**src/rtl/turbo_qpp_param_gen.sv**
```systemverilog
// Turbo decoder input-parameter generator.
// Checks K/P, derives sub-block and window sizes, and fetches f1/f2 from an external ROM.
// It then computes every sub-block interleaver start address PI(j*S) with a shared
// serial modular multiplier and a second-order difference recurrence.
module turbo_qpp_param_gen #(
    parameter int MAX_PD_LOG2 = 4,
    parameter int WIN_LOG2    = 6,
    parameter int ROM_LAT     = 1
) (
    input  logic                   clk,
    input  logic                   reset,
    input  logic                   Start_Cmp,
    input  logic [12:0]            CB_length,
    input  logic [MAX_PD_LOG2:0]   Parallel_degree,
    output logic                   rom_rd_en,
    output logic [7:0]             rom_addr,
    input  logic [18:0]            rom_data,
    output logic                   busy,
    output logic [12:0]            BLOCK_SIZE,
    output logic [WIN_LOG2:0]      window_size,
    output logic [WIN_LOG2-1:0]    r,
    output logic [12-WIN_LOG2:0]   q_up,
    output logic [8:0]             f1,
    output logic [9:0]             f2,
    output logic                   init_valid,
    output logic [MAX_PD_LOG2-1:0] init_idx,
    output logic [12:0]            init_addr,
    output logic                   param_err,
    output logic                   start_decode
);

    // Shared step counter: ROM latency wait, 13 multiply bits, and P stream beats.
    localparam int CNT_W = 8;
    localparam int QW    = 13 - WIN_LOG2;
    localparam logic [WIN_LOG2:0] W_VAL = {1'b1, {WIN_LOG2{1'b0}}};

    typedef enum logic [3:0] {
        S_IDLE, S_CHECK, S_ROM, S_MUL1, S_MUL2, S_MUL3, S_COMB, S_STREAM, S_DONE
    } state_t;

    state_t               state, state_nxt;
    logic [CNT_W-1:0]     cnt;
    logic [12:0]          k_lat;
    logic [MAX_PD_LOG2:0] p_lat;
    logic [3:0]           log2p;
    logic [12:0]          s_calc, s_red;
    logic                 chk_err, p_onehot;
    logic [12:0]          mul_a, mul_acc, mul_nxt;
    logic [3:0]           bidx;
    logic                 mul_bit, mul_last, stream_last;
    logic [12:0]          t1, t2, t3, d_inc, c1, addr;

    // (a + b) mod k for a, b < k: one conditional subtract
    function automatic logic [12:0] mod_add(input logic [12:0] a, input logic [12:0] b,
                                            input logic [12:0] k);
        logic [13:0] s;
        s = {1'b0, a} + {1'b0, b};
        return (s >= {1'b0, k}) ? 13'(s - {1'b0, k}) : s[12:0];
    endfunction

    // An operand equal to K is congruent to 0 (happens for S when P = 1)
    function automatic logic [12:0] mod_red(input logic [12:0] a, input logic [12:0] k);
        return (a == k) ? 13'd0 : a;
    endfunction

    function automatic logic k_legal(input logic [12:0] k);
        logic ok;
        ok = 1'b0;
        if (k >= 13'd40 && k <= 13'd512)          ok = (k[2:0] == 3'd0);
        else if (k >= 13'd528 && k <= 13'd1024)   ok = (k[3:0] == 4'd0);
        else if (k >= 13'd1056 && k <= 13'd2048)  ok = (k[4:0] == 5'd0);
        else if (k >= 13'd2112 && k <= 13'd6144)  ok = (k[5:0] == 6'd0);
        return ok;
    endfunction

    // Piecewise-linear map of the legal K ladder onto ROM rows 0..187
    function automatic logic [7:0] rom_index(input logic [12:0] k);
        if (k <= 13'd512)       return 8'((k >> 3) - 13'd5);
        else if (k <= 13'd1024) return 8'((k >> 4) + 13'd27);
        else if (k <= 13'd2048) return 8'((k >> 5) + 13'd59);
        else                    return 8'((k >> 6) + 13'd91);
    endfunction

    // Decode latched P: one-hot test, log2, sub-block size and the combined error flag
    always_comb begin
        log2p = 4'd0;
        for (int i = 0; i <= MAX_PD_LOG2; i++) begin
            if (p_lat[i]) log2p = 4'(i);
        end
        p_onehot = (p_lat != '0) && ((p_lat & (p_lat - 1'b1)) == '0);
        s_calc   = k_lat >> log2p;
        chk_err  = !k_legal(k_lat) || !p_onehot ||
                   ((k_lat & (13'(p_lat) - 13'd1)) != 13'd0);
    end

    // Multiplier operand select and one MSB-first double-and-add step
    always_comb begin
        mul_a = 13'd0;
        case (state)
            S_MUL1:  mul_a = mod_red(13'(f2), k_lat);
            S_MUL2:  mul_a = t1;
            S_MUL3:  mul_a = mod_red(13'(f1), k_lat);
            default: mul_a = 13'd0;
        endcase
        s_red       = mod_red(BLOCK_SIZE, k_lat);
        bidx        = 4'd12 - cnt[3:0];
        mul_bit     = s_red[bidx];
        mul_nxt     = mod_add(mod_add(mul_acc, mul_acc, k_lat), mul_bit ? mul_a : 13'd0, k_lat);
        mul_last    = (cnt == CNT_W'(12));
        stream_last = (cnt == CNT_W'(p_lat - 1'b1));
    end

    // Next-state logic
    always_comb begin
        state_nxt = state;
        case (state)
            S_IDLE:   if (Start_Cmp) state_nxt = S_CHECK;
            S_CHECK:  state_nxt = chk_err ? S_IDLE : S_ROM;
            S_ROM:    if (cnt == CNT_W'(ROM_LAT)) state_nxt = S_MUL1;
            S_MUL1:   if (mul_last) state_nxt = S_MUL2;
            S_MUL2:   if (mul_last) state_nxt = S_MUL3;
            S_MUL3:   if (mul_last) state_nxt = S_COMB;
            S_COMB:   state_nxt = S_STREAM;
            S_STREAM: if (stream_last) state_nxt = S_DONE;
            S_DONE:   state_nxt = S_IDLE;
            default:  state_nxt = S_IDLE;
        endcase
    end

    // State register and per-state step counter (restarts on every state change)
    always_ff @(posedge clk or negedge reset) begin
        if (!reset) begin
            state <= S_IDLE;
            cnt   <= '0;
        end else begin
            state <= state_nxt;
            cnt   <= (state_nxt != state || state == S_IDLE) ? '0 : cnt + 1'b1;
        end
    end

    // Visible parameter registers: cleared by reset, updated by CHECK and ROM capture
    always_ff @(posedge clk or negedge reset) begin
        if (!reset) begin
            rom_addr     <= '0;
            BLOCK_SIZE   <= '0;
            window_size  <= '0;
            r            <= '0;
            q_up         <= '0;
            f1           <= '0;
            f2           <= '0;
            param_err    <= 1'b0;
            start_decode <= 1'b0;
        end else begin
            start_decode <= (state == S_DONE);
            if (state == S_IDLE && Start_Cmp) param_err <= 1'b0;
            if (state == S_CHECK) begin
                if (chk_err) begin
                    param_err <= 1'b1;
                end else begin
                    BLOCK_SIZE  <= s_calc;
                    r           <= s_calc[WIN_LOG2-1:0];
                    q_up        <= QW'(s_calc >> WIN_LOG2) + QW'(s_calc[WIN_LOG2-1:0] != '0);
                    window_size <= W_VAL;
                    rom_addr    <= rom_index(k_lat);
                end
            end
            if (state == S_ROM && cnt == CNT_W'(ROM_LAT)) begin
                f2 <= rom_data[18:9];
                f1 <= rom_data[8:0];
            end
        end
    end

    // Arithmetic datapath: input latch, serial products, difference recurrence
    always_ff @(posedge clk) begin
        if (state == S_IDLE && Start_Cmp) begin
            k_lat <= CB_length;
            p_lat <= Parallel_degree;
        end
        if (state inside {S_MUL1, S_MUL2, S_MUL3}) mul_acc <= mul_last ? 13'd0 : mul_nxt;
        else                                       mul_acc <= 13'd0;
        if (mul_last) begin
            case (state)
                S_MUL1:  t1 <= mul_nxt;
                S_MUL2:  t2 <= mul_nxt;
                S_MUL3:  t3 <= mul_nxt;
                default: ;
            endcase
        end
        // PI((j+1)S) - PI(jS) = f1*S + f2*S^2*(2j+1): first difference D, step C1 = 2*f2*S^2
        if (state == S_COMB) begin
            d_inc <= mod_add(t3, t2, k_lat);
            c1    <= mod_add(t2, t2, k_lat);
            addr  <= 13'd0;
        end
        if (state == S_STREAM) begin
            addr  <= mod_add(addr, d_inc, k_lat);
            d_inc <= mod_add(d_inc, c1, k_lat);
        end
    end

    assign busy       = (state != S_IDLE);
    assign rom_rd_en  = (state == S_ROM) && (cnt == '0);
    assign init_valid = (state == S_STREAM);
    assign init_idx   = init_valid ? cnt[MAX_PD_LOG2-1:0] : '0;
    assign init_addr  = init_valid ? addr : 13'd0;

endmodule

```
**config.mk**
```make
export PLATFORM = sky130hd
export DESIGN_NAME = turbo_qpp_param_gen
export DESIGN_NICKNAME = d
export VERILOG_FILES = /design/src/rtl/turbo_qpp_param_gen.sv
export SDC_FILE = /design/constraint.sdc
export NUM_CORES = 1
export LEC_CHECK = 0
export CORE_MARGIN = 2
export CORE_UTILIZATION = 40
export DETAILED_ROUTE_END_ITERATION = 8
export SYNTH_ARGS = -nofsm -noshare
export SYNTH_HDL_FRONTEND = slang
export SYNTH_SLANG_ARGS = --single-unit
export TNS_END_PERCENT = 100
```
**constraint.sdc**
```tcl
create_clock -name clk -period 9.1 [get_ports clk]
set_input_delay 1.82 -clock clk [delete_from_list [all_inputs] [get_ports clk]]
set_output_delay 1.82 -clock clk [all_outputs]
set_load 0.02 [all_outputs]
```
==> results of run 1 <==
## cell usage after synthesis, types with 11 or more instances
library cell,number
sky130_fd_sc_hd__a21o_1,14
sky130_fd_sc_hd__or3_1,12
sky130_fd_sc_hd__and3_1,39
sky130_fd_sc_hd__mux2i_1,45
sky130_fd_sc_hd__nor4_1,11
sky130_fd_sc_hd__nor2b_1,32
sky130_fd_sc_hd__or2_2,17
sky130_fd_sc_hd__a211oi_1,27
sky130_fd_sc_hd__o31ai_1,11
sky130_fd_sc_hd__dfrtp_1,62
sky130_fd_sc_hd__nand3_1,37
sky130_fd_sc_hd__o21a_1,24
sky130_fd_sc_hd__a21oi_1,120
sky130_fd_sc_hd__o21bai_1,14
sky130_fd_sc_hd__xor2_1,50
sky130_fd_sc_hd__xnor2_1,103
sky130_fd_sc_hd__a31oi_1,13
sky130_fd_sc_hd__buf_4,18
sky130_fd_sc_hd__mux2_2,75
sky130_fd_sc_hd__nor3_1,44
sky130_fd_sc_hd__inv_1,55
sky130_fd_sc_hd__nand4_1,21
sky130_fd_sc_hd__nand2_1,90
sky130_fd_sc_hd__clkbuf_1,37
sky130_fd_sc_hd__o21ai_0,63
sky130_fd_sc_hd__dfxtp_1,13
sky130_fd_sc_hd__edfxtp_1,96
sky130_fd_sc_hd__ha_1,155
sky130_fd_sc_hd__nand2b_1,15
sky130_fd_sc_hd__nor2_1,119
## worst min path at each step
stage | startpoint | slack, ns | end
final | window_size[6]$_DFFE_PN0P_ | 0.48 | window_size[6]$_DFFE_PN0P_
after detailed placement | window_size[6]$_DFFE_PN0P_ | 0.46 | window_size[6]$_DFFE_PN0P_
after global routing | window_size[6]$_DFFE_PN0P_ | 0.51 | window_size[6]$_DFFE_PN0P_
after global placement | window_size[6]$_DFFE_PN0P_ | 0.46 | window_size[6]$_DFFE_PN0P_
after CTS | window_size[6]$_DFFE_PN0P_ | 0.49 | window_size[6]$_DFFE_PN0P_
after floorplan | cnt[7]$_DFF_PN0_ | 0.53 | cnt[7]$_DFF_PN0_
## metal layers
metal	track usage [%]	vias to the layer above	part of all wire, %
met5	0	-	0.028
met4	9.38	2	3.8
met3	3.99	81	5.8
met2	38.2	417	46
met1	31.8	6108	45
li1	-	6096	-
## flip-flops by register name, summed over array words and instances, names as in the netlist, 5 cells and up
name	flops
t2	13
k_lat	13
t3	13
p_lat	5
f1	9
q_up	7
c1	13
f2	10
mul_acc	13
t1	13
cnt	8
addr	13
d_inc	13
rom_addr	8
BLOCK_SIZE	13
## kinds of logic (layout without fill, tap and decap cells)
kind of cell | after synthesis | count (layout)
AND/OR/NAND/NOR | 464 | 464
buffers and inverters | 122 | 234
other | 1 | 6
adder cells (fa/ha/maj) | 165 | 165
multiplexers | 134 | 134
AO/OA/AOI/OAI | 381 | 381
flip-flops | 171 | 171
XOR/XNOR | 153 | 153
## worst reg2reg max path, delay by kind of cell, from the launching register on
family,cells,cell delay [ns]
flops,1,0.53
compound gates,14,4.28
xor+xnor,1,0.18
mux,2,0.86
simple gates,3,0.36
fa+ha+maj,3,1.01
buf+inv,1,0.41
## final cells by class
| cell class | count | area, µm² | share of cell area [%] |
|---|---|---|---|
| multi-input combinational | 1303 | 9860 | 56.9 |
| clock inverter | 14 | 131 | 0.759 |
| inverter | 57 | 214 | 1.24 |
| sequential | 171 | 4690 | 27.1 |
| tap | 474 | 593 | 3.43 |
| clock buffer | 18 | 450 | 2.60 |
| timing repair buffer | 145 | 1370 | 7.92 |
## through the flow
step | cells | instance area (µm²)
floorplan | 1596 | 15100
global placement | 2150 | 16700
detailed placement | 2150 | 16700
CTS | 2182 | 17300
global route | 2182 | 17300
finish | 2182 | 17300
## power groups by stage
stage / Combinational, mW / Sequential, mW / Clock (mW)
2_1_floorplan: 0.211 / 0.862 / 0
3_3_place_gp: 0.321 / 0.868 / 0
3_5_place_dp: 0.324 / 0.868 / 0
4_1_cts: 0.326 / 0.852 / 0.761
5_1_grt: 0.360 / 0.854 / 0.789
6_report: 0.328 / 0.852 / 0.748
==> impl_results.rst, run 1 <==
.. list-table::
   :header-rows: 1

   * - Metric
     - Value
   * - Slowest stage delay, CP
     - 0.67 ns
   * - Arrival @ worst endpoint
     - 8.08 ns
   * - CTS H-tree lvls
     - 4
   * - Count of buffers inserted at the top-level ports
     - 115
   * - Sw Share
     - 29.0%
   * - Part of the cycle the worst path needs
     - 84.9%
   * - Kind of critical path
     - reg -> reg
   * - Fraction of the core area covered by cells at the end of the flow
     - 46.4%
   * - Minimum setup slack after placement
     - 1.48 ns
   * - Overall power of the completed layout
     - 1.93 mW
   * - Switching power total
     - 560 µW
   * - First-pass GRT wire length
     - 71.6 mm
   * - Routed vias/inst
     - 5.82
   * - Number of cells traversed by the worst register-to-register path
     - 24
   * - Capturing instance or port of the critical path
     - mul_acc[9]$_SDFF_PP0_
   * - Die ar.
     - 39200 µm²
   * - Fraction of final layout cells with drive strength greater than 1
     - 10.6%
   * - Number of hold-repair buffers added at the cts stage
     - 0
   * - Core box area
     - 37300 µm²
   * - Kind of capture point of the worst setup path
     - flip-flop
   * - Flip-flop cell with the highest count after synthesis
     - sky130_fd_sc_hd__edfxtp_1
   * - Final routed wire length divided by cell count
     - 21.0 µm
   * - Count of clock tree sinks
     - 171
   * - Internal
     - 1.37 mW
   * - Total overflow reported by the global router
     - 0
   * - Proportion of power drawn by flip-flops and latches
     - 44.2%
   * - Number of max-capacitance violations reported
     - 0
   * - Number of flip-flops and latches in the synthesized netlist
     - 171
   * - Worst path setup slack after routing
     - 1.37 ns
   * - Cell types with the largest area share after synthesis
     - sky130_fd_sc_hd__edfxtp_1 (19%), sky130_fd_sc_hd__ha_1 (13%), sky130_fd_sc_hd__dfrtp_1 (10%)
   * - Gate power share
     - 17.0%
   * - Worst path cell trace
     - inv_1, ha_1, a211o_1, a21oi_1, o21ai_1, a211oi_2, o31a_1, o21ai_1, a211oi_2, mux2_2, ha_1, a211oi_1, nor2_1, o41ai_1, o21ai_0, o211ai_1, xnor2_1, ha_1, a21oi_1, nor2b_1, a2111oi_0, o211a_2, mux2_2, and3_1
   * - Share of power burned in the clock network
     - 38.8%
   * - Kind of launch point of the worst setup path
     - flip-flop
   * - Number of antenna violations at the first check in global routing
     - 1
   * - Number of cells on the critical path
     - 24
   * - Area share of the leading cell type in the synthesized netlist
     - 19.2%
   * - Final Setup Violations
     - 0
   * - Reg-to-reg setup timing slack
     - 1.37 ns
   * - Compound-gate portion of the synthesized area
     - 16.6%
   * - Syn avg cell area
     - 9.46 µm²
   * - Most frequent standard cell in the layout excluding fill and tap cells
     - sky130_fd_sc_hd__ha_1
   * - Number of distinct library cells after synthesis
     - 82
   * - Final-stage net count
     - 1900
   * - Largest delay share family, worst path
     - compound AO/OA/AOI/OAI gates
   * - Number of detailed-routing iterations run before antenna repair
     - 6
   * - Total count of hold-check failures in the final report
     - 0
   * - Dominant cell type by area after synthesis
     - sky130_fd_sc_hd__edfxtp_1
   * - Worst vdd ir
     - 0.135 mV
   * - Final setup skew
     - 0.00924 ns
   * - Initial cell density of the core
     - 40.3%
   * - Combinational family with the most area after synthesis
     - compound AO/OA/AOI/OAI gates
   * - Inserted Clock Buffers
     - 17
   * - Vertical die dimension
     - 198 µm
   * - Total track usage
     - 23.7%
   * - EDFF count, synth
     - 96
   * - Last weighted congestion value of the routability-driven placer
     - 0.881
   * - Async SR Flop Fraction
     - 36.3%
   * - Crit path buf inv count
     - 1
   * - Worst hold path cell count
     - 1
   * - Routed wire length
     - 45.8 mm
   * - Floorplan row count
     - 71
   * - Number of synthesis warnings
     - 0
   * - Reg-to-reg startpoint
     - k_lat[2]$_DFFE_PP_
   * - Mux contribution to synthesized area
     - 10.0%
   * - Period minus WS final
     - 7.73 ns
   * - HPWL after DPL
     - 34.6 mm
   * - Setup TNS
     - 0 ns
   * - Most used cell along the critical path
     - sky130_fd_sc_hd__ha_1
   * - Pin count of the biggest net entering global routing
     - 63
   * - Number of post-CTS setup repair buffers
     - 0
   * - Layout filler cell count
     - 3528
   * - Total vias in the final route
     - 12704
   * - Post-synthesis instance total
     - 1591
   * - Most used cells in the layout excluding fill and tap cells
     - sky130_fd_sc_hd__ha_1 (155), sky130_fd_sc_hd__a21oi_1 (120), sky130_fd_sc_hd__nor2_1 (116)
   * - Pins over their slew limit
     - 0
   * - End of the worst register-to-register path
     - mul_acc[9]$_SDFF_PP0_
   * - Clk buf depth
     - 2
   * - Largest fanout on the critical path
     - 15
   * - Worst Hold Slack
     - 0.481 ns
   * - Root Buffer Master
     - sky130_fd_sc_hd__clkbuf_16
   * - DR DRC count
     - 0
   * - Unrepaired setup endpoints after global routing
     - false
   * - CP max-delay cell
     - sky130_fd_sc_hd__a211oi_2
   * - Share of the synthesized netlist area taken by xor and xnor gates
     - 8.91%
   * - Fraction of the yosys area taken by sequential cells
     - 31.2%
   * - Count of pins on the block boundary
     - 122
   * - Netlist area before placement
     - 15000 µm²
   * - Crit path required time
     - 9.45 ns
   * - Launching element of the worst setup path
     - k_lat[2]$_DFFE_PP_
   * - Layout overhead on the synthesized area
     - 15.1%
   * - Violation count after the first detailed-route iteration
     - 1122
   * - Simple-gate portion of the synthesized area
     - 15.4%
   * - Power per cell area
     - 111 nW/µm²
   * - Area share of fa/ha/maj cells after synthesis
     - 14.2%
   * - Post-detailed-route count of antenna-violating nets
     - 0
   * - Clock latency reported for the late side of the worst-skew pair
     - 0.46 ns
   * - Relative slew slack
     - 16.8%
   * - Cts repair resizes
     - 0
   * - Peak Freq
     - 0.129 GHz
   * - Number of global-route vias before repair
     - 12600
   * - Slew of the pin with the lowest slew margin
     - 1.23 ns
   * - Worst min path class
     - reg -> reg
   * - Result of the run
     - completed
   * - Clock-pin slew on the worst setup and hold paths
     - 0.07 ns
   * - Clock tree from TritonCTS
     - built
   * - Leak
     - 7.19 nW
   * - Die boundary width
     - 198 µm
   * - Antenna diode instance count
     - 0
(Power assumes the default switching activity.)
==> run 2: changes to the inputs <==
==> constraint.sdc (replaced) <==
create_clock -name clk -period 8 [get_ports clk]
set_input_delay 1.6 -clock clk [delete_from_list [all_inputs] [get_ports clk]]
set_output_delay 1.6 -clock clk [all_outputs]
set_load 0.02 [all_outputs]
==> run 2 against run 1 <==
Compared with the run above: sequential share of layout area shrank 0.051 points; flip-flop and latch count stayed put; worst hold slack gained 0.0085 ns; count of clock-buffer cells in the layout unchanged; power grew 12%; combinational power is 15% higher; die area did not move; first-iteration DRC count down 26%; worst setup slack got worse by 0.59 ns; via count up 0.62%.
==> impl_results.rst, run 2 (same netlist as run 1, synthesis figures left out) <==
.. list-table::
   :header-rows: 1

   * - Metric
     - Value
   * - Worst min-delay path startpoint
     - q_up[1]$_DFFE_PN0P_
   * - Clock tree from TritonCTS
     - built
   * - Initial cell density of the core
     - 40.3%
   * - Power per cell area
     - 125 nW/µm²
   * - Final instance count without filler cells
     - 2191
   * - Proportion of power drawn by flip-flops and latches
     - 44.7%
   * - Result of the run
     - completed
   * - Leak
     - 7.20 nW
   * - Pins over their slew limit
     - 0
   * - Kind of capture point of the worst setup path
     - flip-flop
   * - Post-layout instance area
     - 17300 µm²
   * - Routed vias/inst
     - 5.83
   * - Worst vdd ir
     - 0.153 mV
   * - Most frequent standard cell in the layout excluding fill and tap cells
     - sky130_fd_sc_hd__ha_1
   * - Number of antenna violations at the first check in global routing
     - 0
   * - Total overflow reported by the global router
     - 0
   * - Number of max-capacitance violations reported
     - 0
   * - Share of power burned in the clock network
     - 37.9%
   * - Launching element of the worst setup path
     - k_lat[2]$_DFFE_PP_
   * - Clock latency reported for the late side of the worst-skew pair
     - 0.45 ns
   * - Total cell area at the placement stage
     - 16800 µm²
   * - Die boundary width
     - 198 µm
   * - Pin count of the biggest net entering global routing
     - 63
   * - Switching power total
     - 647 µW
   * - Arrival @ worst endpoint
     - 7.57 ns
   * - Period minus WS final
     - 7.22 ns
   * - CTS H-tree lvls
     - 4
   * - Layout overhead on the synthesized area
     - 15.3%
   * - Number of cells traversed by the worst register-to-register path
     - 24
   * - Peak Freq
     - 0.138 GHz
   * - Internal
     - 1.51 mW
   * - Worst Hold Slack
     - 0.489 ns
   * - Clk buf depth
     - 2
   * - Number of hold-repair buffers added at the cts stage
     - 0
   * - Sw Share
     - 29.9%
   * - Largest fanout on the critical path
     - 15
   * - Total vias in the final route
     - 12783
   * - Number of cells after detailed placement
     - 2158
   * - Inserted Clock Buffers
     - 17
   * - Minimum setup slack after placement
     - 0.819 ns
   * - Count of clock tree sinks
     - 171
   * - Root Buffer Master
     - sky130_fd_sc_hd__clkbuf_16
   * - Unrepaired setup endpoints after global routing
     - false
   * - Worst path setup slack after routing
     - 0.777 ns
   * - Die ar.
     - 39200 µm²
   * - First-pass GRT wire length
     - 71.1 mm
   * - Routed wire length
     - 45.0 mm
   * - Floorplan row count
     - 71
   * - DR DRC count
     - 0
   * - Final-stage net count
     - 1908
   * - Reg-to-reg setup timing slack
     - 0.78 ns
   * - Clock-pin slew on the worst setup and hold paths
     - 0.07 ns
   * - Post-detailed-route count of antenna-violating nets
     - 0
   * - HPWL after DPL
     - 34.4 mm
   * - Slew of the pin with the lowest slew margin
     - 1.15 ns
   * - Final setup skew
     - 0.0131 ns
   * - Gate power share
     - 17.5%
   * - Reg-to-reg startpoint
     - k_lat[2]$_DFFE_PP_
   * - Total track usage
     - 23.6%
   * - Violation count after the first detailed-route iteration
     - 834
   * - Number of detailed-routing iterations run before antenna repair
     - 6
   * - Most used cells in the layout excluding fill and tap cells
     - sky130_fd_sc_hd__ha_1 (155), sky130_fd_sc_hd__a21oi_1 (120), sky130_fd_sc_hd__nor2_1 (118)
   * - Final Setup Violations
     - 0
   * - Count of pins on the block boundary
     - 122
   * - Vertical die dimension
     - 198 µm
   * - Number of global-route vias before repair
     - 12634
   * - Setup TNS
     - 0 ns
   * - Kind of launch point of the worst setup path
     - flip-flop
   * - Final routed wire length divided by cell count
     - 20.5 µm
   * - Number of post-CTS setup repair buffers
     - 0
   * - Cts repair resizes
     - 0
   * - Worst hold path cell count
     - 1
   * - Count of buffers inserted at the top-level ports
     - 115
   * - Kind of critical path
     - reg -> reg
   * - Fraction of final layout cells with drive strength greater than 1
     - 10.8%
   * - Total count of hold-check failures in the final report
     - 0
   * - Relative slew slack
     - 22.4%
   * - Last weighted congestion value of the routability-driven placer
     - 0.934
   * - Core box area
     - 37300 µm²
   * - Part of the cycle the worst path needs
     - 90.3%
   * - Crit path required time
     - 8.35 ns
   * - Worst min path class
     - reg -> reg
run 2: layout make-up:
class | count | area, µm²
Tap cell | 474 | 593
Sequential cell | 171 | 4690
Clock inverter | 14 | 128
Antenna cell | 1 | 2.50
Fill cell | 3550 | 20000
Timing Repair Buffer | 153 | 1430
Multi-Input combinational cell | 1303 | 9850
Clock buffer | 18 | 429
Inverter | 57 | 214
run 2: worst max-delay path, stage by stage (launching register included):
cell and delay (ns):
sky130_fd_sc_hd__edfxtp_1 0.53, sky130_fd_sc_hd__inv_1 0.12, sky130_fd_sc_hd__ha_1 0.39, sky130_fd_sc_hd__a211o_1 0.33, sky130_fd_sc_hd__a21oi_1 0.20, sky130_fd_sc_hd__o21ai_1 0.15
sky130_fd_sc_hd__a211oi_2 0.29, sky130_fd_sc_hd__o31a_1 0.19, sky130_fd_sc_hd__o21ai_1 0.08, sky130_fd_sc_hd__a211oi_2 0.57, sky130_fd_sc_hd__mux2_2 0.41, sky130_fd_sc_hd__ha_1 0.34
sky130_fd_sc_hd__o21ai_0 0.21, sky130_fd_sc_hd__nor2_1 0.10, sky130_fd_sc_hd__o41ai_1 0.42, sky130_fd_sc_hd__o21ai_0 0.26, sky130_fd_sc_hd__o211ai_1 0.26, sky130_fd_sc_hd__xnor2_1 0.18
sky130_fd_sc_hd__ha_1 0.32, sky130_fd_sc_hd__a21oi_1 0.16, sky130_fd_sc_hd__nor2b_1 0.05, sky130_fd_sc_hd__a2111oi_0 0.39, sky130_fd_sc_hd__o211a_2 0.53, sky130_fd_sc_hd__mux2_2 0.42
sky130_fd_sc_hd__and3_1 0.19
run 2: metal layers:
metal | routed length, µm | track usage, %
met5 | 0 | 0
met1 | 20400 | 31.6
met2 | 20900 | 38.9
met4 | 1170 | 7.38
met3 | 2490 | 4.17
run 2: power groups by stage:
stage	Clock (mW)	Sequential (mW)	Combinational, mW
final	0.818	0.965	0.378
after global routing	0.870	0.968	0.416
after CTS	0.835	0.965	0.376
after detailed placement	0	0.984	0.374
after global placement	0	0.984	0.371
after floorplan	0	0.980	0.240
run 2: through the flow:
stage                     utilization (%)  total power [mW]
final                                46.5              2.16
after CTS                            46.5              2.18
after global routing                 46.5              2.25
after floorplan                         -              1.22
after global placement               45.0              1.35
after detailed placement             45.0              1.36
run 2: final timing paths:
| path | endpoint |
|---|---|
| setup / recovery | mul_acc[3]$_SDFF_PP0_ |
| setup reg to reg | mul_acc[3]$_SDFF_PP0_ |
| max in group asynchronous | param_err$_DFF_PN0_ |
| hold / removal | q_up[1]$_DFFE_PN0P_ |
| min in group asynchronous | f2[6]$_DFFE_PN0P_ |
| hold reg to reg | q_up[1]$_DFFE_PN0P_ |
